--- config.mk ---
export PLATFORM = sky130hd
export DESIGN_NAME = fetch_ctrl_flat
export DESIGN_NICKNAME = d
export VERILOG_FILES = /design/src/rtl/fetch_ctrl_pkg.sv /design/src/rtl/fetch_ctrl_if.sv /design/src/rtl/fetch_buf.sv /design/src/rtl/fetch_ctrl.sv /design/src/flat_wrapper.sv
export SDC_FILE = /design/constraint.sdc
export NUM_CORES = 1
export LEC_CHECK = 0
export ABC_AREA = 1
export BUFFER_PORTS_ARGS = -buffer_cell sky130_fd_sc_hd__buf_4
export CORE_MARGIN = 2
export CORE_UTILIZATION = 45
export DETAILED_ROUTE_END_ITERATION = 8
export HOLD_SLACK_MARGIN = 0.08
export PLACE_DENSITY = 0.76
export SYNTH_ARGS = -nofsm -noshare
export SYNTH_HDL_FRONTEND = slang
export SYNTH_SLANG_ARGS = --single-unit
--- constraint.sdc ---
create_clock -name clk_i -period 1.5 [get_ports clk_i]
set_input_delay 0.3 -clock clk_i [delete_from_list [all_inputs] [get_ports clk_i]]
set_output_delay 0.3 -clock clk_i [all_outputs]
set_load 0.05 [all_outputs]
--- src/rtl/fetch_ctrl_pkg.sv ---
// fetch_ctrl_pkg: shared definitions for the instruction fetch controller.
//   state_t          - fetch FSM state encodings
//   RESET_PC_DEFAULT - default first fetch address after reset
//   NOP              - canonical no-op instruction (addi x0, x0, 0)
//   misaligned()     - true when a byte address is not word aligned
package fetch_ctrl_pkg;

    typedef enum logic [1:0] {
        ST_FETCH = 2'd0,
        ST_WAIT  = 2'd1,
        ST_OUT   = 2'd2,
        ST_ERR   = 2'd3
    } state_t;

    localparam logic [31:0] RESET_PC_DEFAULT = 32'h0000_0000;
    localparam logic [31:0] NOP              = 32'h0000_0013;

    function automatic logic misaligned(input logic [31:0] addr);
        return addr[1:0] != 2'b00;
    endfunction

endpackage

--- src/rtl/fetch_ctrl_if.sv ---
// fetch_ctrl_if: instruction memory and decode handshake bundle.
//   master (fetch side): drives imem_req_o/imem_addr_o, inst_valid_o, inst_o,
//                        pc_o, pc4_o, fetch_err_o
//   slave  (env side)  : drives imem_gnt_i, imem_rvalid_i, imem_rdata_i,
//                        inst_ready_i
interface fetch_ctrl_if;
    logic        imem_req_o;
    logic [31:0] imem_addr_o;
    logic        imem_gnt_i;
    logic        imem_rvalid_i;
    logic [31:0] imem_rdata_i;
    logic        inst_valid_o;
    logic        inst_ready_i;
    logic [31:0] inst_o;
    logic [31:0] pc_o;
    logic [31:0] pc4_o;
    logic        fetch_err_o;

    modport master (
        output imem_req_o, imem_addr_o, inst_valid_o, inst_o, pc_o, pc4_o, fetch_err_o,
        input  imem_gnt_i, imem_rvalid_i, imem_rdata_i, inst_ready_i
    );

    modport slave (
        input  imem_req_o, imem_addr_o, inst_valid_o, inst_o, pc_o, pc4_o, fetch_err_o,
        output imem_gnt_i, imem_rvalid_i, imem_rdata_i, inst_ready_i
    );
endinterface

--- src/rtl/fetch_buf.sv ---
// fetch_buf: one-entry holding register for the instruction offered to decode.
//   clk, rst_n    - clock, async active-low reset
//   load          - capture inst_d/pc_d and mark valid (wins over clr)
//   clr           - drop the held instruction
//   valid         - entry holds an instruction
//   inst, pc, pc4 - held instruction, its PC, and PC+4 (registered)
module fetch_buf
    import fetch_ctrl_pkg::*;
#(
    parameter logic [31:0] RESET_PC = RESET_PC_DEFAULT
) (
    input  logic        clk,
    input  logic        rst_n,
    input  logic        load,
    input  logic        clr,
    input  logic [31:0] inst_d,
    input  logic [31:0] pc_d,
    output logic        valid,
    output logic [31:0] inst,
    output logic [31:0] pc,
    output logic [31:0] pc4
);

    always_ff @(posedge clk or negedge rst_n) begin
        if (!rst_n) begin
            valid <= 1'b0;
            inst  <= '0;
            pc    <= RESET_PC;
            pc4   <= RESET_PC + 32'd4;
        end else if (load) begin
            valid <= 1'b1;
            inst  <= inst_d;
            pc    <= pc_d;
            pc4   <= pc_d + 32'd4;   // wraps naturally at 2^32
        end else if (clr) begin
            // A dropped slot shows a harmless no-op to anyone peeking at inst.
            valid <= 1'b0;
            inst  <= NOP;
        end
    end

endmodule

--- src/rtl/fetch_ctrl.sv ---
// fetch_ctrl: single-outstanding instruction fetch controller.
//   clk_i, rst_i         - clock, async active-low reset
//   redir_i, redir_pc_i  - redirect request and target from execute
//   bus (master)         - imem request/grant/response and decode valid/ready,
//                          plus held inst/pc/pc4 and misaligned-target error
// Redirects win in every state. A request already granted when a redirect
// lands is tracked by kill so its response is thrown away.
module fetch_ctrl
    import fetch_ctrl_pkg::*;
#(
    parameter logic [31:0] RESET_PC  = RESET_PC_DEFAULT,
    parameter bit          ALIGN_CHK = 1'b1
) (
    input  logic          clk_i,
    input  logic          rst_i,
    input  logic          redir_i,
    input  logic [31:0]   redir_pc_i,
    fetch_ctrl_if.master  bus
);

    state_t      state_q, state_d;
    logic        kill_q, kill_d;
    logic [31:0] fetch_pc_q, fetch_pc_d;
    logic        err_q;
    logic        outstanding;   // a granted request will still return data
    logic        buf_load, buf_clr, buf_valid, xfer, redir_bad;
    logic [31:0] redir_tgt;

    assign redir_bad = ALIGN_CHK && misaligned(redir_pc_i);
    assign redir_tgt = ALIGN_CHK ? redir_pc_i : {redir_pc_i[31:2], 2'b00};
    assign xfer      = buf_valid && bus.inst_ready_i;

    always_ff @(posedge clk_i or negedge rst_i) begin
        if (!rst_i) begin
            state_q    <= ST_FETCH;
            kill_q     <= 1'b0;
            fetch_pc_q <= RESET_PC;
            err_q      <= 1'b0;
        end else begin
            state_q    <= state_d;
            kill_q     <= kill_d;
            fetch_pc_q <= fetch_pc_d;
            err_q      <= (state_d == ST_ERR);
        end
    end

    always_comb begin
        state_d     = state_q;
        kill_d      = kill_q;
        fetch_pc_d  = fetch_pc_q;
        buf_load    = 1'b0;
        buf_clr     = xfer;
        outstanding = 1'b0;

        case (state_q)
            ST_FETCH: begin
                outstanding = bus.imem_gnt_i;
                if (bus.imem_gnt_i) state_d = ST_WAIT;
            end
            ST_WAIT: begin
                outstanding = !bus.imem_rvalid_i;
                if (bus.imem_rvalid_i) begin
                    if (kill_q) begin
                        kill_d  = 1'b0;
                        state_d = ST_FETCH;
                    end else begin
                        buf_load = 1'b1;
                        state_d  = ST_OUT;
                    end
                end
            end
            ST_OUT: begin
                if (xfer) begin
                    fetch_pc_d = fetch_pc_q + 32'd4;
                    state_d    = ST_FETCH;
                end
            end
            ST_ERR: begin
                // A request granted before entering ERR may still be in flight.
                outstanding = kill_q && !bus.imem_rvalid_i;
                if (kill_q && bus.imem_rvalid_i) kill_d = 1'b0;
            end
            default: state_d = ST_FETCH;
        endcase

        if (redir_i) begin
            buf_load   = 1'b0;
            buf_clr    = 1'b1;
            fetch_pc_d = redir_tgt;
            kill_d     = outstanding;
            if (redir_bad)        state_d = ST_ERR;
            else if (outstanding) state_d = ST_WAIT;
            else                  state_d = ST_FETCH;
        end
    end

    fetch_buf #(.RESET_PC(RESET_PC)) u_buf (
        .clk    (clk_i),
        .rst_n  (rst_i),
        .load   (buf_load),
        .clr    (buf_clr),
        .inst_d (bus.imem_rdata_i),
        .pc_d   (fetch_pc_q),
        .valid  (buf_valid),
        .inst   (bus.inst_o),
        .pc     (bus.pc_o),
        .pc4    (bus.pc4_o)
    );

    // Request is gated by reset so it is low while held and rises on release.
    assign bus.imem_req_o   = rst_i && (state_q == ST_FETCH);
    assign bus.imem_addr_o  = fetch_pc_q;
    assign bus.inst_valid_o = buf_valid;
    assign bus.fetch_err_o  = err_q;

endmodule

--- src/flat_wrapper.sv ---
// flat-port wrapper written by rule: the top's interface ports become plain ports
module fetch_ctrl_flat import fetch_ctrl_pkg::*;
#(
    parameter logic [31:0] RESET_PC  = RESET_PC_DEFAULT,
    parameter bit          ALIGN_CHK = 1'b1
)
  (clk_i, rst_i, redir_i, redir_pc_i, bus_imem_req_o, bus_imem_addr_o, bus_inst_valid_o, bus_inst_o, bus_pc_o, bus_pc4_o, bus_fetch_err_o, bus_imem_gnt_i, bus_imem_rvalid_i, bus_imem_rdata_i, bus_inst_ready_i);
  fetch_ctrl_if bus_i ();
  input  logic clk_i;
  input  logic rst_i;
  input  logic redir_i;
  input  logic [31:0] redir_pc_i;
  output wire logic [$bits(bus_i.imem_req_o)-1:0] bus_imem_req_o;
  output wire logic [$bits(bus_i.imem_addr_o)-1:0] bus_imem_addr_o;
  output wire logic [$bits(bus_i.inst_valid_o)-1:0] bus_inst_valid_o;
  output wire logic [$bits(bus_i.inst_o)-1:0] bus_inst_o;
  output wire logic [$bits(bus_i.pc_o)-1:0] bus_pc_o;
  output wire logic [$bits(bus_i.pc4_o)-1:0] bus_pc4_o;
  output wire logic [$bits(bus_i.fetch_err_o)-1:0] bus_fetch_err_o;
  input wire logic [$bits(bus_i.imem_gnt_i)-1:0] bus_imem_gnt_i;
  input wire logic [$bits(bus_i.imem_rvalid_i)-1:0] bus_imem_rvalid_i;
  input wire logic [$bits(bus_i.imem_rdata_i)-1:0] bus_imem_rdata_i;
  input wire logic [$bits(bus_i.inst_ready_i)-1:0] bus_inst_ready_i;
  assign bus_imem_req_o = bus_i.imem_req_o;
  assign bus_imem_addr_o = bus_i.imem_addr_o;
  assign bus_inst_valid_o = bus_i.inst_valid_o;
  assign bus_inst_o = bus_i.inst_o;
  assign bus_pc_o = bus_i.pc_o;
  assign bus_pc4_o = bus_i.pc4_o;
  assign bus_fetch_err_o = bus_i.fetch_err_o;
  assign bus_i.imem_gnt_i = bus_imem_gnt_i;
  assign bus_i.imem_rvalid_i = bus_imem_rvalid_i;
  assign bus_i.imem_rdata_i = bus_imem_rdata_i;
  assign bus_i.inst_ready_i = bus_inst_ready_i;
  fetch_ctrl #(.RESET_PC(RESET_PC), .ALIGN_CHK(ALIGN_CHK)) u_core (.clk_i(clk_i), .rst_i(rst_i), .redir_i(redir_i), .redir_pc_i(redir_pc_i), .bus(bus_i));
endmodule
Word-level counts from Yosys, hierarchy flattened

Index checks and enable logic that the tools add are counted.

$add $sub $neg: 1
Equal/unequal tests: 6
Multiplexer cells: 25
Reductions and logical operators: 13

Operators by type and width:

| cell                                                                    | count |
|---|---|
| 32-bit 2-to-1 mux                                                       | 5 |
| 32-bit by 3-bit adder with 32-bit output, second input constant         | 1 |
| 2-bit 2-to-1 mux                                                        | 6 |
| 1-bit 2-to-1 mux                                                        | 11 |
| 2-bit nonzero test                                                      | 4 |
| 2-bit == test, second input constant                                    | 3 |
| 2-bit one-hot mux with 3 select lines                                   | 1 |
| 1-bit logical AND                                                       | 4 |
| 3-bit by 2-bit inequality test with 1-bit output, second input constant | 1 |
| 3-bit inequality test, second input constant                            | 1 |
| 1-bit one-hot mux with 3 select lines                                   | 1 |
| 3-bit AND reduction                                                     | 1 |
| 3-bit nonzero test                                                      | 1 |
| 2-bit by 1-bit == test with 1-bit output, second input constant         | 1 |
| 2-bit zero test                                                         | 1 |
| 1-bit one-hot mux with 2 select lines                                   | 1 |
| 2-bit AND reduction                                                     | 1 |
| 1-bit zero test                                                         | 1 |

Flip-flop bits (word level): 133
Input port bits: 70
Output and inout port bits: 131
Word-level logic and storage cells: 53

Logic depth before layout (Yosys ltp)

Gate-level depths: netlist of the first run.

Word-level depth: 7
Mapped depth: 10
Gate-level depth less buffers: 10

Cells and area by module

A second synthesis of the first run with hierarchy kept.

Cell total of the unflattened synthesis: 880
Area, all modules: 6742.7 um2

By module, submodules not included:

| module     | instances | cells an instance | area an instance (um2) | sequential area each (um2) |
|---|---|---|---|---|
| fetch_buf  | 1         | 506               | 4351.7                 | 2378.5 |
| fetch_ctrl | 1         | 374               | 2391.0                 | 900.9 |

Worst setup path before layout of the first run

Ideal clock, no wire load.

Kind: register to output
Start: register u_core.state_q[0]
End: output bus_imem_req_o
Data arrival time: 1578 ps
Data required time: 1200 ps
Slack: -378 ps
Cell stages (with the launch flop): 2
Path buffers: 0
Cells stage by stage: dfrtp_1 -> nor3b_1

Word-level cells in the longest chain between the ends: 2

RTL lines:

| item                   | RTL line           | source |
|---|---|---|
| start, declared        | fetch_ctrl.sv:21   | `state_t state_q, state_d;` |
| start signal, assigned | fetch_ctrl.sv:40   | `state_q <= state_d;` |
| 2-bit zero test        | fetch_ctrl.sv:111  | `assign bus.imem_req_o = rst_i && (state_q == ST_FETCH);` |
| 1-bit logical AND      | fetch_ctrl.sv:111  |  |
| end, declared          | flat_wrapper.sv:13 | `output wire logic [$bits(bus_i.imem_req_o)-1:0] bus_imem_req_o;` |

No other way between the ends.

Final worst setup path of the first run

Start: register u_core.state_q[1]
End: register u_core.u_buf.inst[29]

Word-level cells in the longest chain between the ends: 4
Elaborated cells on any way between the ends: 5
Those cells by class: eq/ne (1); mux (3); reduce/logical (1)

RTL lines:

| item                                                    | RTL line         | source |
|---|---|---|
| 2-bit by 1-bit == test with 1-bit output *              | fetch_ctrl.sv:55 | `case (state_q)` |
| 1-bit 2-to-1 mux *                                      | fetch_ctrl.sv:55 |  |
| 1-bit 2-to-1 mux *                                      | fetch_ctrl.sv:86 | `if (redir_i) begin` |
| 32-bit 2-to-1 mux or 2-bit nonzero test (tied branches) | n/a              |  |
| end signal, assigned                                    | fetch_buf.sv:32  | `inst <= inst_d;` |
| end, declared                                           | fetch_buf.sv:19  | `output logic [31:0] inst,` |

Every way passes the cells marked *; elsewhere a longest branch is shown, timed or not.
A chain may end at the register's enable or synchronous reset.

==> out/metrics.csv, run 1 <==
metric,value,unit
Hold Path Class,in2reg,
Final min period,1.56,ns
worst-skew pair later-pin latency,0.41,ns
sequential area share after synthesis,56.0,%
Pwr per Cell Area,1710,nW/um2
number of flops mapped to enable cells by yosys,0,
GRT Total Usage,25.8,%
DP Area,7850,um2
Synth Flop Type,dfrtp_1,
PortBufs,200,
CP max FO,29,
Total Wirelength,17.8,mm
initial antenna violation count,0,
most common cell in the netlist,nand2_1,
routed len/inst,16.5,um
Final nets,968,
std cell rows,41,
drt via density,5.10,
vias in the first global route,5576,
Initial Utilization,46.2,%
Initial DRC Count,357,
Mapped Cells,659,
#FFs+latches synth,131,
Setup crit end kind,register,
"Clk pin slew, worst setup/hold paths",0.06,ns
Slew HR,76.8,%
most instantiated cells after synthesis,"nand2_1, dfrtp_1, nor2_1",
Worst Max-Slew Pin Slew,0.348,ns
final hold vios,0,
pin count of the biggest net entering global routing,56,
CP Launch Type,register,
antenna-violating nets left,0,
f_max,0.642,GHz
synthesized cell area,5860,um2
hpwl dp,12.2,mm
fin worst setup slack,-0.0588,ns
Crit Path Category,reg2reg,
CTS root buf,clkbuf_16,
syn_nets,730,
post-synth top area cell,dfrtp_1,
Avg Inst Size Synth,8.89,um2
clk sinks,131,
post-route cell area,8750,um2
Via Count,5521,
grt ovf,0,
Die Ht,118,um
share of flip-flops with an asynchronous set or reset,100,%
Final Slew Violations,0,
Die Width,118,um
overall power,15000,uW
number of library cell types mapped by synthesis,34,
"top cells by area, synth","dfrtp_1, nand2_1, a22o_1",
first-pass GRT wire length,28.5,mm
Ant. Diodes,0,
status,finished with violations,
Critical Path RT,1.80,ns
layout cells sized above 1,39.6,%
arrival time of the worst setup path,1.86,ns
Setup TNS Final,-1.37,ns
H-tree Lvls,4,
Synth Warn #,0,
VDD IR max,935,uV
part of the cycle the worst path needs,104,%
LEAKAGE,0.00450,uW
RSZ-0062 raised after global routing,yes,
Area Growth Syn to Fin,49.4,%
total CTS buffers,17,
TritonCTS clock tree,built,
Remaining DRCs,0,
router iterations before antenna repair,6,
core box area,12700,um2
setup violators final,33,
I/O Pins,201,
clock skew,0.00586,ns
Clock Tree Buf Depth,2,
area of the die,13900,um2
Placer Congestion,0.890,
Synth top area share,55.5,%
failing checks,setup timing,
max_cap viols,0,
[sequential cells by signal, summed over array words and instances, names as in the netlist]
signal / flops
u_core.state_q: 2
u_core.u_buf.pc: 32
u_core.bus.fetch_err_o: 1
u_core.u_buf.valid: 1
u_core.u_buf.pc4: 30
u_core.u_buf.inst: 32
u_core.bus.imem_addr_o: 32
u_core.kill_q: 1
[worst max-delay path, stage by stage (launching register included)]
cell and delay [ns]:
dfrtp_1 0.40, buf_4 0.15, inv_2 0.12, nand4_4 0.20, nand2_2 0.16, inv_2 0.06
buf_12 0.15, a22o_1 0.18
[final cells by class]
class / instances / area (um2)
repair buffers: 249 / 2050
flip-flops and latches: 131 / 3310
inverters: 37 / 141
multi-input cells: 461 / 2410
fillers: 1019 / 3920
well taps: 172 / 215
clock buffers: 18 / 429
clock inverters: 14 / 188
[stage by stage]
stage / hold WS (ns) / cells / utilization, % / setup slack [ns]
after floorplan: 0.00441 / 659 / - / -0.108
after global placement: 0.283 / 1037 / 61.9 / 0.0285
after detailed placement: 0.279 / 1037 / 61.9 / 0.00706
after CTS: 0.0867 / 1075 / 67.4 / -0.0371
after global routing: 0.0904 / 1082 / 69.1 / -0.130
final: 0.103 / 1082 / 69.1 / -0.0588
[final timing paths]
check	to	slack, ns	startpoint	cells past startpoint
worst max register to register	u_core.u_buf.inst[29]	-0.06	u_core.state_q[1]	7
worst min-delay path	u_core.u_buf.inst[21]	0.10	bus_imem_rdata_i[21]	2
worst max-delay path	u_core.u_buf.inst[29]	-0.06	u_core.state_q[1]	7
min in group asynchronous	u_core.u_buf.pc4[14]	0.43	rst_i	3
max in group asynchronous	u_core.u_buf.pc4[2]	0.47	rst_i	4
worst min register to register	u_core.u_buf.pc4[17]	0.48	u_core.u_buf.pc4[17]	2
[repair_timing]
item / 4_1_cts / 5_1_grt
hold buffers: 1 / 0
endpoints found under the hold margin: 8 / 0
endpoints found under the setup margin: 15 / 84
cloned: 0 / 1
setup buffers: 5 / 6
pin swaps: 2 / 15
gates resized for setup: 8 / 44
[cells by family (layout without fill, tap and decap cells)]
kind of cell	Yosys count	after routing	synth area share (%)
DFF	131	131	56.0
AOI/OAI and AO/OA	100	100	12.0
buffers and inverters	67	318	5.30
xor gates and xnor gates	15	15	2.37
and+or+nand+nor	345	345	24.2
adders and majority gates	1	1	0.214
[placed cells by master, fill, tap and decap left out, types with 2 or more instances in the layout]
| cell | synthesis | final |
|---|---|---|
| inv_1 | 33 | 31 |
| o22a_1 | 3 | 3 |
| buf_4 | 8 | 224 |
| bufinv_16 | 0 | 4 |
| nor2_1 | 37 | 22 |
| nand2_2 | 4 | 13 |
| clkinvlp_4 | 0 | 4 |
| nand2_1 | 266 | 256 |
| dfrtp_2 | 0 | 25 |
| xor2_1 | 14 | 12 |
| o21ai_0 | 34 | 34 |
| clkinv_2 | 0 | 4 |
| o211ai_1 | 2 | 2 |
| buf_6 | 2 | 14 |
| nor2_4 | 4 | 9 |
| xor2_2 | 1 | 3 |
| nor2_2 | 3 | 13 |
| nand3_1 | 23 | 21 |
| a22oi_1 | 26 | 26 |
| dfrtp_1 | 130 | 105 |
| buf_12 | 0 | 9 |
| nand2_4 | 1 | 2 |
| a22o_1 | 29 | 29 |
| clkinv_4 | 0 | 2 |
| clkbuf_16 | 0 | 18 |
| and2_1 | 2 | 2 |
| inv_2 | 4 | 5 |
| nand3_2 | 1 | 3 |
[layer usage]
metal  GRT usage (%)  wire length, um  vias up
li1                -                -     2610
met1            35.8             7710     2656
met2            38.9             8440      233
met3            6.78             1410       22
met4            9.71              272        0
met5               0                0        -
[power by group]
part           internal [uW]  switching, uW  leakage (uW)
Clock                   2770           1540      0.000292
Sequential              4330            566       0.00164
Combinational           1730           4050       0.00257
Total                   8830           6160       0.00450
(Power assumes the default switching activity.)
==> inputs of run 2 (changes only) <==
Settings changed: CAP_MARGIN from default to 20, RECOVER_POWER from default to 25.
==> run 2 against run 1 <==
The run still ends with setup timing left. Largest cell class unchanged. Final area decreased by 0.29%. Combinational power about the same. Via count increased by 0.38%. Highest routed layer unchanged. First-iteration DRC count increased by 19%.
==> out/metrics.csv, run 2 (same netlist as run 1, synthesis figures left out) <==
metric,value,unit
status,finished with violations,
failing checks,setup timing,
Hold Path Class,in2reg,
max_cap viols,0,
Final min period,1.56,ns
part of the cycle the worst path needs,104,%
antenna-violating nets left,0,
Final Slew Violations,0,
Final nets,968,
first-pass GRT wire length,28.5,mm
critical-path cell list,buf_4 > inv_2 > nand4_4 > nand2_2 > inv_2 > buf_12 > a22o_1,
fin worst setup slack,-0.0563,ns
"commonest non-fill, non-tap cell in the layout",nand2_1,
initial antenna violation count,0,
f_max,0.643,GHz
Placer Congestion,0.890,
I/O Pins,201,
setup violators final,33,
PortBufs,200,
DP Area,7850,um2
Critical Path Max Stage Delay,0.40,ns
Slew HR,66.0,%
arrival time of the worst setup path,1.86,ns
clock skew,0.00747,ns
core box area,12700,um2
post-route cell area,8730,um2
layout cells sized above 1,39.5,%
Clock Tree Buf Depth,2,
Total Wirelength,17.9,mm
Top Family by Delay on Critical Path,buffers and inverters,
Setup TNS Final,-1.28,ns
GRT Total Usage,25.8,%
Initial Utilization,46.2,%
Ant. Diodes,0,
# fillers,1024,
VDD IR max,939,uV
Critical Path RT,1.80,ns
CTS root buf,clkbuf_16,
grt ovf,0,
hpwl dp,12.2,mm
"Clk pin slew, worst setup/hold paths",0.06,ns
Remaining DRCs,0,
std cell rows,41,
pre-CTS setup slack,0.00706,ns
Die Ht,118,um
Initial DRC Count,426,
worst path bufs/invs,4,
vias in the first global route,5576,
Fin Hold WS,0.100,ns
final hold vios,0,
Via Count,5542,
most frequent cells in the layout,"nand2_1, buf_4, dfrtp_1",
Pwr per Cell Area,1720,nW/um2
drt via density,5.12,
RSZ-0062 raised after global routing,yes,
router iterations before antenna repair,6,
area of the die,13900,um2
TritonCTS clock tree,built,
Worst Max-Slew Pin Slew,0.511,ns
CP max stage cell,dfrtp_1,
Die Width,118,um
clk sinks,131,
Crit Path Category,reg2reg,
total CTS buffers,17,
H-tree Lvls,4,
CP Launch Type,register,
routed len/inst,16.5,um
pin count of the biggest net entering global routing,56,
Area Growth Syn to Fin,49.0,%
critical path's most frequent cell,inv_2,
worst-skew pair later-pin latency,0.42,ns
Setup crit end kind,register,
CP max FO,29,
LEAKAGE,0.00449,uW
run 2: final timing paths:
path                       cells after the start  slack (ns)                    endpoint            startpoint
setup / recovery                               7       -0.06       u_core.u_buf.inst[29]     u_core.state_q[1]
hold / removal                                 2        0.10       u_core.u_buf.inst[21]  bus_imem_rdata_i[21]
setup reg to reg                               7       -0.06       u_core.u_buf.inst[29]     u_core.state_q[1]
hold reg to reg                                2        0.48        u_core.u_buf.pc4[17]  u_core.u_buf.pc4[17]
max in group asynchronous                      4        0.11          u_core.u_buf.valid                 rst_i
min in group asynchronous                      3        0.63  u_core.bus.imem_addr_o[15]                 rst_i
run 2: power breakdown:
part	switching (uW)	internal, uW	total (uW)
Sequential	568	4330	4900
Clock	1550	2770	4320
Combinational	4050	1720	5770
run 2: what timing repair did:
item                                    4_1_cts  5_1_grt
hold buffers                                  1        0
endpoints found under the hold margin         8        0
cloned                                        0        1
endpoints found under the setup margin       15       84
pin swaps                                     2       15
resized for setup                             8       44
setup buffers                                 5        6
run 2: per-stage QoR:
| stage | instances | utilization, % | power, uW |
|---|---|---|---|
| floorplan | 659 | - | 8580 |
| global placement | 1037 | 61.9 | 10600 |
| detailed placement | 1037 | 61.9 | 10600 |
| CTS | 1075 | 67.4 | 15000 |
| global route | 1082 | 68.9 | 15600 |
| finish | 1082 | 68.9 | 15000 |
run 2: area by class of cell:
| cell class | count | area, um2 | share of cell area, % |
|---|---|---|---|
| timing repair buffer | 249 | 2030 | 23.3 |
| multi-input combinational | 461 | 2410 | 27.7 |
| tap | 172 | 215 | 2.47 |
| inverter | 37 | 141 | 1.62 |
| sequential | 131 | 3310 | 37.9 |
| clock buffer | 18 | 429 | 4.92 |
| clock inverter | 14 | 188 | 2.15 |
run 2: layer usage:
layer / vias up / GRT usage, % / routed length, um
met1: 2664 / 35.8 / 7760
li1: 2612 / - / -
met2: 241 / 38.9 / 8400
met5: - / 0 / 0
met4: 0 / 9.71 / 294
met3: 25 / 6.78 / 1420
==> inputs of run 3 (changes only) <==
Settings changed: ABC_AREA 1 to default, CORE_UTILIZATION 45 to 46, CTS_CLUSTER_DIAMETER from default to 50, PLACE_DENSITY 0.76 to 0.77.
==> run 3 against run 2 <==
Worst hold slack got worse by 0.014 ns. Die area decreased by 0.32%. The run still ends with setup timing left. Total power increased by 7.1%. Largest power group unchanged. Flip-flop and latch count unchanged. Critical path depth unchanged. Non-clock buffer count increased by 94. First-iteration DRC count increased by 96%. Area after synthesis increased by 1.9%. Largest cell class unchanged. Via count increased by 24%.
==> out/metrics.csv, run 3 <==
metric,value,unit
Synth top area share,54.5,%
Initial DRC Count,836,
part of the cycle the worst path needs,133,%
Clock Tree Buf Depth,2,
"top cells by area, synth","dfrtp_1, nand2_1, xnor2_1",
Setup crit end kind,register,
Crit Path Category,reg2reg,
area of the die,13900,um2
#FFs+latches synth,131,
Worst Max-Slew Pin Slew,1.05,ns
status,finished with violations,
worst-skew pair later-pin latency,0.44,ns
FF-to-FF End,u_core.bus.imem_addr_o[27],
Mapped Cells,614,
Area Growth Syn to Fin,79.8,%
"commonest non-fill, non-tap cell in the layout",buf_4,
Worst setup startpoint,u_core.bus.imem_addr_o[3],
Clk pwr share,28.9,%
clock skew,0.00954,ns
Slew HR,30.0,%
pin count of the biggest net entering global routing,132,
Hold Startpoint,bus_imem_rdata_i[14],
grt ovf,0,
post-synth top area cell,dfrtp_1,
core box area,12600,um2
post-synthesis compound-gate area fraction,10.8,%
LEAKAGE,0.00509,uW
FF-to-FF Start,u_core.bus.imem_addr_o[3],
Die Width,118,um
Ant. Diodes,0,
Final min period,2.00,ns
arrival time of the worst setup path,2.28,ns
area share of and/or/nand/nor cells after synthesis,20.5,%
fin worst setup slack,-0.497,ns
GRT Total Usage,33.6,%
# fillers,559,
Via Count,6869,
first-pass GRT wire length,36.4,mm
Placer Congestion,0.864,
CP max FO,9,
Hold Path Class,in2reg,
"Clk pin slew, worst setup/hold paths",0.06,ns
Remaining DRCs,0,
Comb pwr share,39.8,%
H-tree Lvls,4,
synthesized cell area,5970,um2
I/O Pins,201,
TritonCTS clock tree,built,
number of library cell types mapped by synthesis,41,
max_cap viols,0,
final hold vios,0,
f_max,0.501,GHz
Sequential Power Share,31.3,%
RSZ-0062 raised after global routing,yes,
Critical Path RT,1.79,ns
drt via density,6.14,
Synth Warn #,0,
Net Sw Frac,41.8,%
multiplexer share of the synthesized area,0.713,%
overall power,16000,uW
final core utilization,85.0,%
largest family of logic cells by synthesized area,simple AND/OR/NAND/NOR gates,
P_sw,6710,uW
clk sinks,131,
syn_nets,685,
most instantiated cells after synthesis,"nand2_1, dfrtp_1, o21ai_0",
Synth Flop Type,dfrtp_1,
sequential area share after synthesis,54.9,%
Total Wirelength,28.9,mm
Sequential Area,3310,um2
PortBufs,200,
CP Launch Type,register,
Pwr per Cell Area,1500,nW/um2
VDD IR max,1360,uV
Int Pwr,9330,uW
worst setup path end,u_core.bus.imem_addr_o[27],
routed len/inst,25.9,um
hpwl dp,12.7,mm
most frequent cells in the layout,"buf_4, nand2_1, dfrtp_1",
initial antenna violation count,0,
multi-input gate area in the final layout,3260,um2
antenna-violating nets left,0,
layout cells sized above 1,59.0,%
xor-xnor portion of the synthesized cell area,8.36,%
share of flip-flops with an asynchronous set or reset,100,%
most common cell in the netlist,nand2_1,
Final Slew Violations,0,
total CTS buffers,17,
Avg Inst Size Synth,9.72,um2
router iterations before antenna repair,6,
Initial Utilization,47.3,%
reg2reg setup slack,-0.50,ns
CTS root buf,clkbuf_16,
number of flops mapped to enable cells by yosys,0,
Die Ht,118,um
Final nets,1004,
setup violators final,149,
adder-cell share of the synthesized area,0.210,%
Register-to-Register Path Depth,7,
vias in the first global route,6729,
failing checks,setup timing,
std cell rows,41,
## run 3: cell types whose count changed in the layout (fill, tap and decap cells not counted), sizes merged, moves of 6 or more
cell and change:
a22oi -26, nand2 -96, nor2 -24, nand3 -7, nor3 +14, buf +88
xnor2 +39, and4 +6, and3 +7, inv -32, nand4 +11, clkbuf +7
nor4 +8, o21ai +27
## run 3: worst min-delay path by stage
stage | endpoint | depth (start not counted)
final | u_core.u_buf.inst[14] | 2
after detailed placement | u_core.u_buf.pc[23] | 2
after CTS | u_core.bus.imem_addr_o[20] | 3
after floorplan | u_core.bus.fetch_err_o | 0
after global placement | u_core.u_buf.pc[10] | 2
after global routing | u_core.u_buf.inst[17] | 2
## run 3: cells by family (layout without fill, tap and decap cells)
family / Yosys count / count (layout)
buffers and inverters: 52 / 380
and+or+nand+nor: 267 / 271
adders and majority gates: 1 / 1
xor gates and xnor gates: 57 / 57
muxes: 4 / 4
AOI/OAI and AO/OA: 102 / 102
DFF: 131 / 131
## run 3: stage by stage
step,instances,area [um2],setup TNS (ns),setup slack (ns),hold WS [ns]
6_report,1118,10700,-24.92,-0.497,0.0859
2_1_floorplan,614,6200,-23.57,-0.514,0.00441
3_3_place_gp,1030,8290,-5.01,-0.219,0.451
5_1_grt,1118,10700,-33.61,-0.487,0.0839
3_5_place_dp,1030,8290,-7.93,-0.278,0.457
4_1_cts,1094,9790,-14.65,-0.216,0.0839
## run 3: power by group through the flow
stage / sequential, uW / clock, uW / combinational, uW
after global placement: 4740 / 0 / 5270
final: 5020 / 4640 / 6390
after CTS: 4760 / 4500 / 5670
after detailed placement: 4780 / 0 / 5350
after floorplan: 7230 / 0 / 992
after global routing: 5070 / 4780 / 6590
## run 3: worst max-delay path, cell delays in order, from the launching register on
cell     delay (ns)
dfrtp_2        0.42
nand4_1        0.18
buf_4          0.21
nor4_4         0.22
buf_6          0.19
nand3_1        0.11
xor2_1         0.15
o21ai_0        0.36
## run 3: repair_timing
item,CTS,global route
cloned,14,8
gates resized for setup,120,182
hold endpoints to repair,104,0
setup buffers,17,20
pin swaps,24,67
setup endpoints to repair,127,144
hold buffers,2,0
## run 3: metal layers
| layer | global-route usage [%] | vias to the layer above | share of wire (%) |
|---|---|---|---|
| met1 | 38.6 | 3333 | 34 |
| met4 | 20.6 | 0 | 8.4 |
| met2 | 54.9 | 560 | 47 |
| met3 | 10.4 | 255 | 10 |
| li1 | - | 2721 | - |
| met5 | 0 | - | 0 |
## run 3: area by class of cell
cell class                      instances  share of cell area, %
Clock buffer                           20                   4.35
Clock inverter                         12                   1.67
Inverter                                5                  0.222
Multi-Input combinational cell        435                   30.4
Sequential cell                       131                   30.9
Tap cell                              172                   2.01
Timing Repair Buffer                  343                   30.5
